`src/rtl/serial_subtractor_pkg.sv`:
```
// ---------------------------------------------------------------------------
// serial_subtractor_pkg
//   Shared definitions for the multi-cycle subtractor in the ALU SUB/SBB/CMP/
//   NEG/DEC path.
//   - state_e   : sequencer state encoding (IDLE=0, RUN=1, DONE=2)
//   - FLAG_*    : bit positions of each arithmetic flag inside the 8086 FLAGS
//                 word, used by whoever packs cf/pf/af/zf/sf/of into FLAGS
//   - parity8   : PF helper, 1 when a byte holds an even number of ones
// ---------------------------------------------------------------------------
package serial_subtractor_pkg;

  typedef enum logic [1:0] {
    IDLE = 2'd0,
    RUN  = 2'd1,
    DONE = 2'd2
  } state_e;

  localparam int FLAG_CF = 0;
  localparam int FLAG_PF = 2;
  localparam int FLAG_AF = 4;
  localparam int FLAG_ZF = 6;
  localparam int FLAG_SF = 7;
  localparam int FLAG_OF = 11;

  function automatic logic parity8(input logic [7:0] v);
    return ~(^v);
  endfunction

endpackage

```
`src/rtl/serial_subtractor_full_subtractor.sv`:
```
// ---------------------------------------------------------------------------
// full_subtractor
//   One-bit full subtractor: computes a - b - bin.
//   Ports:
//     a, b  : operand bits
//     bin   : borrow in from the next lower bit
//     diff  : difference bit
//     bout  : borrow out to the next higher bit
// ---------------------------------------------------------------------------
module full_subtractor (
  output logic diff,
  output logic bout,
  input  logic a,
  input  logic b,
  input  logic bin
);

  assign diff = a ^ b ^ bin;
  // Borrow when b exceeds a, or when they are equal and a borrow comes in.
  assign bout = (~a & b) | (~(a ^ b) & bin);

endmodule

```
`src/rtl/serial_subtractor.sv`:
```
// ---------------------------------------------------------------------------
// serial_subtractor
//   Multi-cycle WIDTH-bit subtractor producing a - b - borrow_in and the 8086
//   arithmetic flags. STEP bits are computed per clock through a chain of
//   full_subtractor instances; the borrow is carried between steps in a
//   register. STEP must divide WIDTH and be at least 4 so that AF (borrow out
//   of bit 3) is produced during step 0.
//   Ports:
//     clk, rst_n        : clock (rising edge), asynchronous active-low reset
//     start             : request, honoured in IDLE or DONE
//     a, b, borrow_in   : operands, captured when start is honoured
//     busy              : high while the operation is running
//     done              : one-cycle pulse, diff and flags valid from here on
//     diff              : a - b - borrow_in modulo 2^WIDTH
//     cf, of, zf, sf,
//     af, pf            : 8086 arithmetic flags for the subtraction
// ---------------------------------------------------------------------------
module serial_subtractor
  import serial_subtractor_pkg::*;
#(
  parameter int WIDTH = 16,
  parameter int STEP  = 4
) (
  input  logic             clk,
  input  logic             rst_n,
  input  logic             start,
  input  logic [WIDTH-1:0] a,
  input  logic [WIDTH-1:0] b,
  input  logic             borrow_in,
  output logic             busy,
  output logic             done,
  output logic [WIDTH-1:0] diff,
  output logic             cf,
  output logic             of,
  output logic             zf,
  output logic             sf,
  output logic             af,
  output logic             pf
);

  localparam int NSTEPS = WIDTH / STEP;
  localparam int CW     = (NSTEPS > 1) ? $clog2(NSTEPS) : 1;
  localparam logic [CW-1:0] LAST_STEP = CW'(NSTEPS - 1);

  state_e           state_reg;
  logic [CW-1:0]    cnt_reg;
  logic [WIDTH-1:0] a_reg;
  logic [WIDTH-1:0] b_reg;
  logic             borrow_reg;
  logic             af_step0_reg;
  logic [WIDTH-1:0] diff_reg;
  logic             busy_reg;
  logic             done_reg;
  logic             cf_reg;
  logic             of_reg;
  logic             zf_reg;
  logic             sf_reg;
  logic             af_reg;
  logic             pf_reg;

  // Current slice of the operands and the borrow chain through it.
  logic [STEP-1:0]  slice_a;
  logic [STEP-1:0]  slice_b;
  logic [STEP-1:0]  slice_d;
  logic [STEP:0]    bchain;
  logic [WIDTH-1:0] diff_next;
  logic             af_final;

  assign slice_a   = a_reg[cnt_reg*STEP +: STEP];
  assign slice_b   = b_reg[cnt_reg*STEP +: STEP];
  assign bchain[0] = borrow_reg;

  generate
    for (genvar gi = 0; gi < STEP; gi++) begin : g_fs
      full_subtractor u_fs (
        .diff (slice_d[gi]),
        .bout (bchain[gi+1]),
        .a    (slice_a[gi]),
        .b    (slice_b[gi]),
        .bin  (bchain[gi])
      );
    end
  endgenerate

  // diff with the current slice merged in; on the last step this is the
  // complete result used for ZF/SF/PF.
  always_comb begin
    diff_next = diff_reg;
    diff_next[cnt_reg*STEP +: STEP] = slice_d;
  end

  // With a single step the bit-3 borrow is only available combinationally.
  assign af_final = (cnt_reg == '0) ? bchain[4] : af_step0_reg;

  // busy/done are registered from the state, so they trail it by one cycle:
  // busy covers the N RUN cycles as seen by the sequencer and done appears
  // once the flags have settled.
  always_ff @(posedge clk or negedge rst_n) begin
    if (!rst_n) begin
      state_reg    <= IDLE;
      cnt_reg      <= '0;
      a_reg        <= '0;
      b_reg        <= '0;
      borrow_reg   <= 1'b0;
      af_step0_reg <= 1'b0;
      diff_reg     <= '0;
      busy_reg     <= 1'b0;
      done_reg     <= 1'b0;
      cf_reg       <= 1'b0;
      of_reg       <= 1'b0;
      zf_reg       <= 1'b0;
      sf_reg       <= 1'b0;
      af_reg       <= 1'b0;
      pf_reg       <= 1'b0;
    end else begin
      busy_reg <= (state_reg == RUN);
      done_reg <= (state_reg == DONE);
      case (state_reg)
        IDLE, DONE: begin
          if (start) begin
            a_reg      <= a;
            b_reg      <= b;
            borrow_reg <= borrow_in;
            cnt_reg    <= '0;
            state_reg  <= RUN;
          end else begin
            state_reg  <= IDLE;
          end
        end
        RUN: begin
          diff_reg   <= diff_next;
          borrow_reg <= bchain[STEP];
          if (cnt_reg == '0) begin
            af_step0_reg <= bchain[4];
          end
          if (cnt_reg == LAST_STEP) begin
            cf_reg    <= bchain[STEP];
            of_reg    <= bchain[STEP] ^ bchain[STEP-1];
            af_reg    <= af_final;
            zf_reg    <= (diff_next == '0);
            sf_reg    <= diff_next[WIDTH-1];
            pf_reg    <= parity8(diff_next[7:0]);
            state_reg <= DONE;
          end else begin
            cnt_reg   <= cnt_reg + 1'b1;
          end
        end
        default: state_reg <= IDLE;
      endcase
    end
  end

  assign busy = busy_reg;
  assign done = done_reg;
  assign diff = diff_reg;
  assign cf   = cf_reg;
  assign of   = of_reg;
  assign zf   = zf_reg;
  assign sf   = sf_reg;
  assign af   = af_reg;
  assign pf   = pf_reg;

endmodule
```
`config.mk`:
```
export PLATFORM = sky130hd
export DESIGN_NAME = serial_subtractor
export DESIGN_NICKNAME = d
export VERILOG_FILES = /design/src/rtl/serial_subtractor_pkg.sv /design/src/rtl/serial_subtractor_full_subtractor.sv /design/src/rtl/serial_subtractor.sv
export SDC_FILE = /design/constraint.sdc
export NUM_CORES = 1
export LEC_CHECK = 0
export BUFFER_PORTS_ARGS = -buffer_cell sky130_fd_sc_hd__buf_2
export CAP_MARGIN = 25
export CORE_MARGIN = 1
export CORE_UTILIZATION = 34
export CTS_BUF_LIST = sky130_fd_sc_hd__clkbuf_8
export DETAILED_ROUTE_END_ITERATION = 10
export PLACE_DENSITY_LB_ADDON = 0.25
export SLEW_MARGIN = 20
export SYNTH_ARGS = -nofsm -noshare
export SYNTH_HDL_FRONTEND = slang
export SYNTH_HIERARCHICAL = 1
export SYNTH_SLANG_ARGS = --single-unit
```
`constraint.sdc`:
```
create_clock -name clk -period 7.79 [get_ports clk]
set_input_delay 0 -clock clk [delete_from_list [all_inputs] [get_ports clk]]
set_output_delay 0 -clock clk [all_outputs]
set_load 0.03 [all_outputs]
```
==> flow_summary.html, run 1 <==
<table>
<tr><th>Metric</th><th>Value</th></tr>
<tr><th colspan="2">Routing</th></tr>
<tr><td>Initial DRC Count</td><td>about 90</td></tr>
<tr><td>Detailed-route DRC error count</td><td>0</td></tr>
<tr><td>DR pass1 iterations</td><td>4</td></tr>
<tr><td>Post-detailed-route wirelength per cell</td><td>~13 µm</td></tr>
<tr><td>Detailed Route WL</td><td>~6500 µm</td></tr>
<tr><td>DRT antenna net count</td><td>0</td></tr>
<tr><td>Routed via count</td><td>2,399</td></tr>
<tr><td>Vias per cell</td><td>approximately 4.6</td></tr>
<tr><th colspan="2">CTS</th></tr>
<tr><td>Post-CTS Setup Repair Bufs</td><td>0</td></tr>
<tr><td>Number of levels the H-tree was split into</td><td>3</td></tr>
<tr><td>Clock tree from TritonCTS</td><td>built</td></tr>
<tr><td>Clock latency on the worst-skew pair</td><td>0.34 ns</td></tr>
<tr><td>Total CTS buffers</td><td>9</td></tr>
<tr><td>Bufs on Longest Clock Path</td><td>2</td></tr>
<tr><td>Clock-pin slew on the worst setup and hold paths</td><td>~0.070 ns</td></tr>
<tr><td>Sink count of the clock tree</td><td>slightly above 60</td></tr>
<tr><td>Clk Tree Root Cell</td><td>sky130_fd_sc_hd__clkbuf_8</td></tr>
<tr><th colspan="2">Timing</th></tr>
<tr><td>Worst hold-check slack</td><td>0.2118 ns</td></tr>
<tr><td>Worst rel slew slack</td><td>47.99%</td></tr>
<tr><td>Final worst path period share</td><td>54.57%</td></tr>
<tr><td>Count of pins over their slew limit</td><td>0</td></tr>
<tr><td>Peak clock frequency supported by timing</td><td>0.2352 GHz</td></tr>
<tr><td>Fin. Hold Viols</td><td>0</td></tr>
<tr><td>Total negative slack for setup checks</td><td>0 ns</td></tr>
<tr><td>Transition time of the tightest slew-check pin</td><td>0.7801 ns</td></tr>
<tr><td>Final number of setup-violating endpoints</td><td>0</td></tr>
<tr><td>Worst clock skew</td><td>0.006256 ns</td></tr>
<tr><td>Setup repair after global routing missed its margin</td><td>no</td></tr>
<tr><td>Final period demand of the worst path</td><td>4.251 ns</td></tr>
<tr><th colspan="2">Status</th></tr>
<tr><td>Status</td><td>finished, final reports clean</td></tr>
<tr><th colspan="2">Placed design</th></tr>
<tr><td>Placed standard-cell area</td><td>3420 µm²</td></tr>
<tr><td>Half-perimeter wire length after placement</td><td>4665 µm</td></tr>
<tr><td>Global placer's final weighted congestion</td><td>0.8165</td></tr>
<tr><td>Count of input and output buffers</td><td>just under 60</td></tr>
<tr><th colspan="2">Logic synthesis</th></tr>
<tr><td>Number of synthesized register bits</td><td>62</td></tr>
<tr><td>Yosys warns</td><td>6</td></tr>
<tr><td>Net count after synthesis</td><td>360</td></tr>
<tr><td>Part of the Yosys area used for sequential elements</td><td>approximately half</td></tr>
<tr><td>Number of instances in the synthesized netlist</td><td>310</td></tr>
<tr><td>Unique masters post-synth</td><td>37</td></tr>
<tr><td>Avg Cell Area, Syn</td><td>9.804 µm²</td></tr>
<tr><td>Summed instance area of the synthesized netlist</td><td>3039 µm²</td></tr>
<tr><th colspan="2">Layout</th></tr>
<tr><td>Most frequent standard cell in the layout excluding fill and tap cells</td><td>sky130_fd_sc_hd__nand2_1</td></tr>
<tr><td>Area of all placed cells without fillers</td><td>3983 µm²</td></tr>
<tr><td>Net count, final</td><td>454</td></tr>
<tr><td>Ratio of cells with drive above 1 in the final layout</td><td>about a quarter</td></tr>
<tr><td>Antenna cell count</td><td>0</td></tr>
<tr><td>Most used cells in the layout excluding fill and tap cells</td><td>123 x sky130_fd_sc_hd__nand2_1, 62 x sky130_fd_sc_hd__dfrtp_1, 59 x sky130_fd_sc_hd__buf_2</td></tr>
<tr><td>Synth-to-Final Area Change</td><td>31.04%</td></tr>
<tr><th colspan="2">Setup path</th></tr>
<tr><td>Slowest stage delay, CP</td><td>0.57 ns</td></tr>
<tr><td>Critical path endpoint category</td><td>register</td></tr>
<tr><td>Worst-path cell chain</td><td>buf_4 &gt; mux4_2 &gt; fa_1 &gt; inv_1 &gt; inv_1 &gt; fa_1 &gt; inv_1 &gt; inv_1 &gt; fa_1 &gt; inv_1 &gt; inv_1 &gt; fa_1 &gt; a31oi_1 &gt; ha_1 &gt; xnor2_1 &gt; xnor2_1 &gt; o21ai_0</td></tr>
<tr><td>Signal arrival time at the worst endpoint</td><td>about 4.5 ns</td></tr>
<tr><td>Buf+Inv Stages, Crit Path</td><td>7</td></tr>
<tr><td>CP max FO</td><td>15</td></tr>
<tr><td>Startpoint class of the critical path</td><td>register</td></tr>
<tr><td>Slowest-stage cell, CP</td><td>sky130_fd_sc_hd__mux4_2</td></tr>
<tr><td>Worst path top cell family by delay</td><td>adder cells</td></tr>
<tr><td>Type of the setup path with the least slack</td><td>register to register</td></tr>
<tr><td>Required time at the endpoint of the critical path</td><td>8.00 ns</td></tr>
<tr><td>Cell repeated most along the worst path</td><td>sky130_fd_sc_hd__inv_1</td></tr>
<tr><th colspan="2">Min path</th></tr>
<tr><td>Type of the most critical hold path</td><td>primary input to register</td></tr>
<tr><th colspan="2">Floorplan</th></tr>
<tr><td>Number of placed I/O pins</td><td>60</td></tr>
<tr><td>Die extent in x</td><td>96.55 µm</td></tr>
<tr><td>Starting utilization of the core area</td><td>around a third</td></tr>
<tr><td>Standard-cell rows</td><td>34</td></tr>
<tr><td>Total Die Area</td><td>9321 µm²</td></tr>
<tr><td>Height of the die</td><td>96.55 µm</td></tr>
<tr><td>Area of the core</td><td>8678 µm²</td></tr>
<tr><th colspan="2">Global routing</th></tr>
<tr><td>GRT Util Overall</td><td>15.80%</td></tr>
<tr><td>Maximum number of pins on one net before global-route repair</td><td>between 60 and 70</td></tr>
<tr><td>Vias in the first global route</td><td>around 2,200</td></tr>
<tr><td>Wire length of the first global-routing pass</td><td>10,820 µm</td></tr>
<tr><td>Total global routing overflow</td><td>0</td></tr>
<tr><td>Initial antenna violation count</td><td>0</td></tr>
<tr><th colspan="2">Pwr</th></tr>
<tr><td>Leakage dissipation</td><td>2.037 nW</td></tr>
<tr><td>Areal power density over the cells</td><td>469.0 nW/µm²</td></tr>
<tr><td>VDD IR max</td><td>around 170 µV</td></tr>
<tr><th colspan="2">Flow run</th></tr>
<tr><td>Maxcap violations</td><td>0</td></tr>
</table>
## worst paths after layout
path / startpoint / to / slack [ns] / cells after the start
worst max-delay path: cnt_reg[0] / pf / 3.54 / 17
worst min-delay path: start / a_reg[6] / 0.21 / 5
worst max register to register: cnt_reg[0] / pf / 3.54 / 17
worst min register to register: a_reg[6] / a_reg[6] / 0.47 / 2
max in group asynchronous: rst_n / b_reg[4] / 6.92 / 3
min in group asynchronous: rst_n / diff[14] / 0.36 / 3
## layout make-up
| type | instances | area [µm²] |
|---|---|---|
| clock buffer | 10 | 137.6 |
| clock inverter | 6 | 85.08 |
| multi-input combinational | 215 | 1335 |
| fill | 889 | 4696 |
| inverter | 19 | 72.57 |
| tap | 108 | 135.1 |
| sequential | 62 | 1551 |
| timing repair buffer | 97 | 665.6 |
## synthesized netlist by cell type
cell,n,area share (%)
sky130_fd_sc_hd__a22oi_1,2,0.49
sky130_fd_sc_hd__a31oi_1,5,1.0
sky130_fd_sc_hd__nor2_1,7,0.86
sky130_fd_sc_hd__o31ai_1,1,0.25
sky130_fd_sc_hd__nand2b_1,2,0.41
sky130_fd_sc_hd__a21oi_1,1,0.16
sky130_fd_sc_hd__fa_1,4,2.6
sky130_fd_sc_hd__nor3_1,1,0.16
sky130_fd_sc_hd__mux2i_1,1,0.33
sky130_fd_sc_hd__dfrtp_1,62,51
sky130_fd_sc_hd__inv_1,17,2.1
sky130_fd_sc_hd__a32oi_1,2,0.58
sky130_fd_sc_hd__nor3_4,1,0.54
sky130_fd_sc_hd__a41oi_1,1,0.29
sky130_fd_sc_hd__nor4_1,3,0.62
sky130_fd_sc_hd__xnor2_1,3,0.86
sky130_fd_sc_hd__o21ai_1,2,0.33
sky130_fd_sc_hd__xor2_1,1,0.29
sky130_fd_sc_hd__and2b_1,1,0.25
sky130_fd_sc_hd__nor2b_1,6,1.2
sky130_fd_sc_hd__clkinv_2,1,0.16
sky130_fd_sc_hd__mux2_2,2,0.74
sky130_fd_sc_hd__o21bai_1,1,0.25
sky130_fd_sc_hd__inv_2,1,0.12
sky130_fd_sc_hd__ha_1,10,4.1
sky130_fd_sc_hd__buf_2,12,2.0
sky130_fd_sc_hd__buf_6,2,0.74
sky130_fd_sc_hd__nand2_1,123,15
sky130_fd_sc_hd__nor4_4,1,0.70
sky130_fd_sc_hd__mux4_2,8,5.9
sky130_fd_sc_hd__o21ai_0,16,2.6
sky130_fd_sc_hd__nand3_1,1,0.16
sky130_fd_sc_hd__a22o_1,5,1.4
sky130_fd_sc_hd__a41o_2,1,0.37
sky130_fd_sc_hd__nand4_1,1,0.21
sky130_fd_sc_hd__and3b_2,1,0.33
sky130_fd_sc_hd__nand2b_4,1,0.45
## repair_timing
| action | in CTS | in global routing |
|---|---|---|
| hold endpoints to repair | 95 | 0 |
| gates resized for setup | 0 | 0 |
| hold buffers | 34 | 0 |
## worst register-to-register path, delay by kind of cell (launching register included)
family | cells | cell delay, ns
multiplexers | 1 | 0.58
buffers and inverters | 7 | 0.62
AO/OA/AOI/OAI | 2 | 0.35
adder cells (fa/ha/maj) | 5 | 1.96
XOR/XNOR | 2 | 0.30
flip-flops | 1 | 0.32
## power breakdown
group / internal [W] / total (W) / switching [W]
Sequential: 0.000461 / 0.000548 / 0.0000871
Combinational: 0.000394 / 0.00101 / 0.000616
Clock: 0.000187 / 0.000310 / 0.000123
Total: 0.00104 / 0.00187 / 0.000826
## through the flow
step	utilization, %	setup slack [ns]	cells	total power [W]
after floorplan	-	3.765	310	0.001302
after global placement	39.40	3.670	467	0.001548
after detailed placement	39.40	3.554	467	0.001566
after CTS	45.89	3.549	517	0.001893
after global routing	45.89	3.292	517	0.002034
final	45.89	3.539	517	0.001868
## metal layers
layer,vias to the layer above,GRT usage (%),part of all wire (%)
met5,-,0,0
met3,11,5.790,5.0
met4,0,5.025,1.7
met2,62,24.24,45
li1,1207,-,-
met1,1119,20.77,48
## cell families (layout without fill, tap and decap cells)
family,after synthesis,count (layout),share of synthesized area (%)
simple gates,149,149,21.12
flops,62,62,51.05
compound gates,37,37,7.822
buf+inv,33,132,5.105
fa+ha+maj,14,14,6.752
mux,11,11,6.999
xor+xnor,4,4,1.153
No activity file was read; power rests on OpenSTA's default activity.
==> inputs of run 2 (changes only) <==
Clock period 7.79 ns to 4.1 ns, I/O delays scaled along.
==> run 2 against run 1 <==
Effect of this change: non-clock buffer count grew 3; hold slack got worse by 0.012 ns; total power is 94% higher; combinational power is 100% higher; critical path type unchanged; first-iteration DRC count down 7.9%.
==> flow_summary.html, run 2 (same netlist as run 1, synthesis figures left out) <==
<table>
<tr><th>Metric</th><th>Value</th></tr>
<tr><th colspan="2">Status</th></tr>
<tr><td>Status</td><td>finished, final reports clean</td></tr>
<tr><th colspan="2">Min path</th></tr>
<tr><td>Type of the most critical hold path</td><td>primary input to register</td></tr>
<tr><th colspan="2">Timing</th></tr>
<tr><td>Worst rel slew slack</td><td>48.62% (+0.62 points)</td></tr>
<tr><td>Final worst path period share</td><td>95.18% (+41 points)</td></tr>
<tr><td>Transition time of the tightest slew-check pin</td><td>0.7708 ns (-0.009321 ns)</td></tr>
<tr><td>Setup repair after global routing missed its margin</td><td>no</td></tr>
<tr><td>Count of pins over their slew limit</td><td>0 (unchanged)</td></tr>
<tr><td>Total negative slack for setup checks</td><td>0 ns (unchanged)</td></tr>
<tr><td>Final number of setup-violating endpoints</td><td>0 (unchanged)</td></tr>
<tr><td>Peak clock frequency supported by timing</td><td>0.2562 GHz (+8.9%)</td></tr>
<tr><td>Final period demand of the worst path</td><td>3.902 ns (-0.3486 ns)</td></tr>
<tr><td>Worst clock skew</td><td>0.007904 ns (+0.001648 ns)</td></tr>
<tr><td>Fin. Hold Viols</td><td>0 (unchanged)</td></tr>
<tr><th colspan="2">Layout</th></tr>
<tr><td>Ratio of cells with drive above 1 in the final layout</td><td>25.00% (+1.3 points)</td></tr>
<tr><td>Synth-to-Final Area Change</td><td>31.37%</td></tr>
<tr><td>Filler cell count</td><td>876 (-1.5%)</td></tr>
<tr><td>Antenna cell count</td><td>0 (unchanged)</td></tr>
<tr><td>Total area of multi-input combinational cells</td><td>1355 µm² (+1.5%)</td></tr>
<tr><td>Most frequent standard cell in the layout excluding fill and tap cells</td><td>sky130_fd_sc_hd__nand2_1</td></tr>
<tr><td>Most used cells in the layout excluding fill and tap cells</td><td>123 x sky130_fd_sc_hd__nand2_1, 62 x sky130_fd_sc_hd__dfrtp_1, 59 x sky130_fd_sc_hd__buf_2</td></tr>
<tr><td>Final core area utilization</td><td>46.01% (+0.12 points)</td></tr>
<tr><td>Register area</td><td>1551 µm² (unchanged)</td></tr>
<tr><td>Net count, final</td><td>457 (+0.66%)</td></tr>
<tr><td>Count of non-filler cells in the finished layout</td><td>520 (+0.58%)</td></tr>
<tr><th colspan="2">Floorplan</th></tr>
<tr><td>Total Die Area</td><td>9321 µm² (unchanged)</td></tr>
<tr><td>Starting utilization of the core area</td><td>35.02% (unchanged)</td></tr>
<tr><td>Height of the die</td><td>96.55 µm (unchanged)</td></tr>
<tr><td>Die extent in x</td><td>96.55 µm (unchanged)</td></tr>
<tr><td>Standard-cell rows</td><td>34 (unchanged)</td></tr>
<tr><td>Area of the core</td><td>8678 µm² (unchanged)</td></tr>
<tr><td>Number of placed I/O pins</td><td>60 (unchanged)</td></tr>
<tr><th colspan="2">Pwr</th></tr>
<tr><td>Switching Power</td><td>0.001660 W (+100%)</td></tr>
<tr><td>Areal power density over the cells</td><td>908.5 nW/µm² (+94%)</td></tr>
<tr><td>Leakage dissipation</td><td>2.037 nW (about the same)</td></tr>
<tr><td>Gate power share</td><td>57.0% (+3.0 points)</td></tr>
<tr><td>VDD IR max</td><td>443.8 µV (+160%)</td></tr>
<tr><td>Fraction of power consumed by sequential logic</td><td>28.7% (-0.6 points)</td></tr>
<tr><td>Part of the power in the clock network</td><td>14.3% (-2.3 points)</td></tr>
<tr><td>Fraction of power spent switching nets</td><td>45.76% (+1.6 points)</td></tr>
<tr><td>Total internal power</td><td>0.001967 W (+89%)</td></tr>
<tr><th colspan="2">Placed design</th></tr>
<tr><td>Count of input and output buffers</td><td>59 (unchanged)</td></tr>
<tr><td>Global placer's final weighted congestion</td><td>0.7856 (-3.8%)</td></tr>
<tr><td>Half-perimeter wire length after placement</td><td>4735 µm (+1.5%)</td></tr>
<tr><td>Post-placement cell count</td><td>470 (+0.64%)</td></tr>
<tr><th colspan="2">CTS</th></tr>
<tr><td>Clock latency on the worst-skew pair</td><td>0.35 ns (about the same)</td></tr>
<tr><td>Post-CTS Setup Repair Bufs</td><td>0 (unchanged)</td></tr>
<tr><td>Clock tree from TritonCTS</td><td>built</td></tr>
<tr><td>Sink count of the clock tree</td><td>62 (unchanged)</td></tr>
<tr><td>Clk Tree Root Cell</td><td>sky130_fd_sc_hd__clkbuf_8</td></tr>
<tr><td>Total CTS buffers</td><td>9 (unchanged)</td></tr>
<tr><td>Clock-pin slew on the worst setup and hold paths</td><td>0.07 ns (about the same)</td></tr>
<tr><td>Bufs on Longest Clock Path</td><td>2 (unchanged)</td></tr>
<tr><td>Number of levels the H-tree was split into</td><td>3 (unchanged)</td></tr>
<tr><th colspan="2">Routing</th></tr>
<tr><td>DR pass1 iterations</td><td>4 (unchanged)</td></tr>
<tr><td>Detailed Route WL</td><td>6828 µm (+4.4%)</td></tr>
<tr><td>Initial DRC Count</td><td>82 (-7.9%)</td></tr>
<tr><td>DRT antenna net count</td><td>0 (unchanged)</td></tr>
<tr><td>Vias per cell</td><td>4.710 (+1.5%)</td></tr>
<tr><td>Routed via count</td><td>2,449 (+2.1%)</td></tr>
<tr><td>Post-detailed-route wirelength per cell</td><td>13.13 µm (+3.8%)</td></tr>
<tr><td>Detailed-route DRC error count</td><td>0 (unchanged)</td></tr>
<tr><th colspan="2">Flow run</th></tr>
<tr><td>Maxcap violations</td><td>0 (unchanged)</td></tr>
<tr><th colspan="2">Setup path</th></tr>
<tr><td>Critical path endpoint category</td><td>register</td></tr>
<tr><td>Signal arrival time at the worst endpoint</td><td>4.11 ns (-0.35 ns)</td></tr>
<tr><td>Required time at the endpoint of the critical path</td><td>4.31 ns (-3.69 ns)</td></tr>
<tr><td>CP max FO</td><td>3 (-12)</td></tr>
<tr><td>Startpoint class of the critical path</td><td>register</td></tr>
<tr><td>Type of the setup path with the least slack</td><td>register to register</td></tr>
<tr><th colspan="2">Global routing</th></tr>
<tr><td>Vias in the first global route</td><td>2,425 (+9.2%)</td></tr>
<tr><td>GRT Util Overall</td><td>16.58% (+0.78 points)</td></tr>
<tr><td>Maximum number of pins on one net before global-route repair</td><td>63 (unchanged)</td></tr>
<tr><td>Wire length of the first global-routing pass</td><td>11,410 µm (+5.5%)</td></tr>
<tr><td>Total global routing overflow</td><td>0 (unchanged)</td></tr>
<tr><td>Initial antenna violation count</td><td>0 (unchanged)</td></tr>
</table>
==> run 2: repair_timing <==
action                     4_1_cts  5_1_grt
hold buffers                    34        0
resized for setup                0        4
setup endpoints to repair        0        2
hold endpoints to repair        95        0
==> run 2: path summary, 6_finish.rpt <==
check	from	to	slack, ns	cells past startpoint
max	cnt_reg[0]	pf	0.20	16
min	start	a_reg[5]	0.20	5
max reg2reg	cnt_reg[0]	pf	0.20	16
min reg2reg	a_reg[3]	a_reg[3]	0.48	2
max in group asynchronous	rst_n	b_reg[13]	3.24	3
min in group asynchronous	rst_n	diff[15]	0.36	3
==> run 2: per-stage QoR <==
step | power [W] | worst slack (ns) | hold WS (ns) | area [µm²]
after floorplan | 0.002473 | 0.07518 | -0.2956 | 3039
after global placement | 0.003024 | 0.2732 | 0.1899 | 3442
after detailed placement | 0.003064 | 0.1821 | 0.1918 | 3442
after CTS | 0.003616 | 0.1544 | 0.2001 | 3973
after global routing | 0.003942 | 0.002498 | 0.2454 | 3993
final | 0.003627 | 0.1975 | 0.2000 | 3993
==> run 2: critical path: stages (launching register included) <==
cell,delay (ns)
sky130_fd_sc_hd__dfrtp_1,0.38
sky130_fd_sc_hd__mux4_2,0.53
sky130_fd_sc_hd__fa_1,0.42
sky130_fd_sc_hd__inv_1,0.06
sky130_fd_sc_hd__inv_1,0.04
sky130_fd_sc_hd__fa_1,0.35
sky130_fd_sc_hd__inv_1,0.06
sky130_fd_sc_hd__inv_1,0.04
sky130_fd_sc_hd__fa_1,0.36
sky130_fd_sc_hd__inv_1,0.09
sky130_fd_sc_hd__inv_1,0.06
sky130_fd_sc_hd__fa_2,0.57
sky130_fd_sc_hd__a31oi_2,0.11
sky130_fd_sc_hd__ha_1,0.31
sky130_fd_sc_hd__xnor2_1,0.17
sky130_fd_sc_hd__xnor2_1,0.13
sky130_fd_sc_hd__o21ai_0,0.08
==> run 2: power by group through the flow <==
stage / sequential [W] / combinational, W / clock, W
after global routing: 0.00108 / 0.00230 / 0.000563
after detailed placement: 0.00105 / 0.00201 / 0
after global placement: 0.00105 / 0.00198 / 0
after floorplan: 0.00117 / 0.00131 / 0
after CTS: 0.00105 / 0.00204 / 0.000532
final: 0.00104 / 0.00207 / 0.000520
==> run 2: final cells by class <==
cell class	count	area share, %
multi-input combinational	215	33.94
clock buffer	9	3.102
sequential	62	38.86
timing repair buffer	100	17.24
tap	108	3.385
inverter	19	1.818
clock inverter	7	1.661
==> run 2: layer usage <==
metal | global-route usage, % | part of all wire, % | vias up | wire (µm)
met1 | 21.83 | 47 | 1154 | 3212
met4 | 6.495 | 2.1 | 0 | 142
met5 | 0 | 0 | - | 0
met2 | 25.47 | 45 | 72 | 3097
met3 | 5.164 | 5.5 | 13 | 375
li1 | - | - | 1210 | -
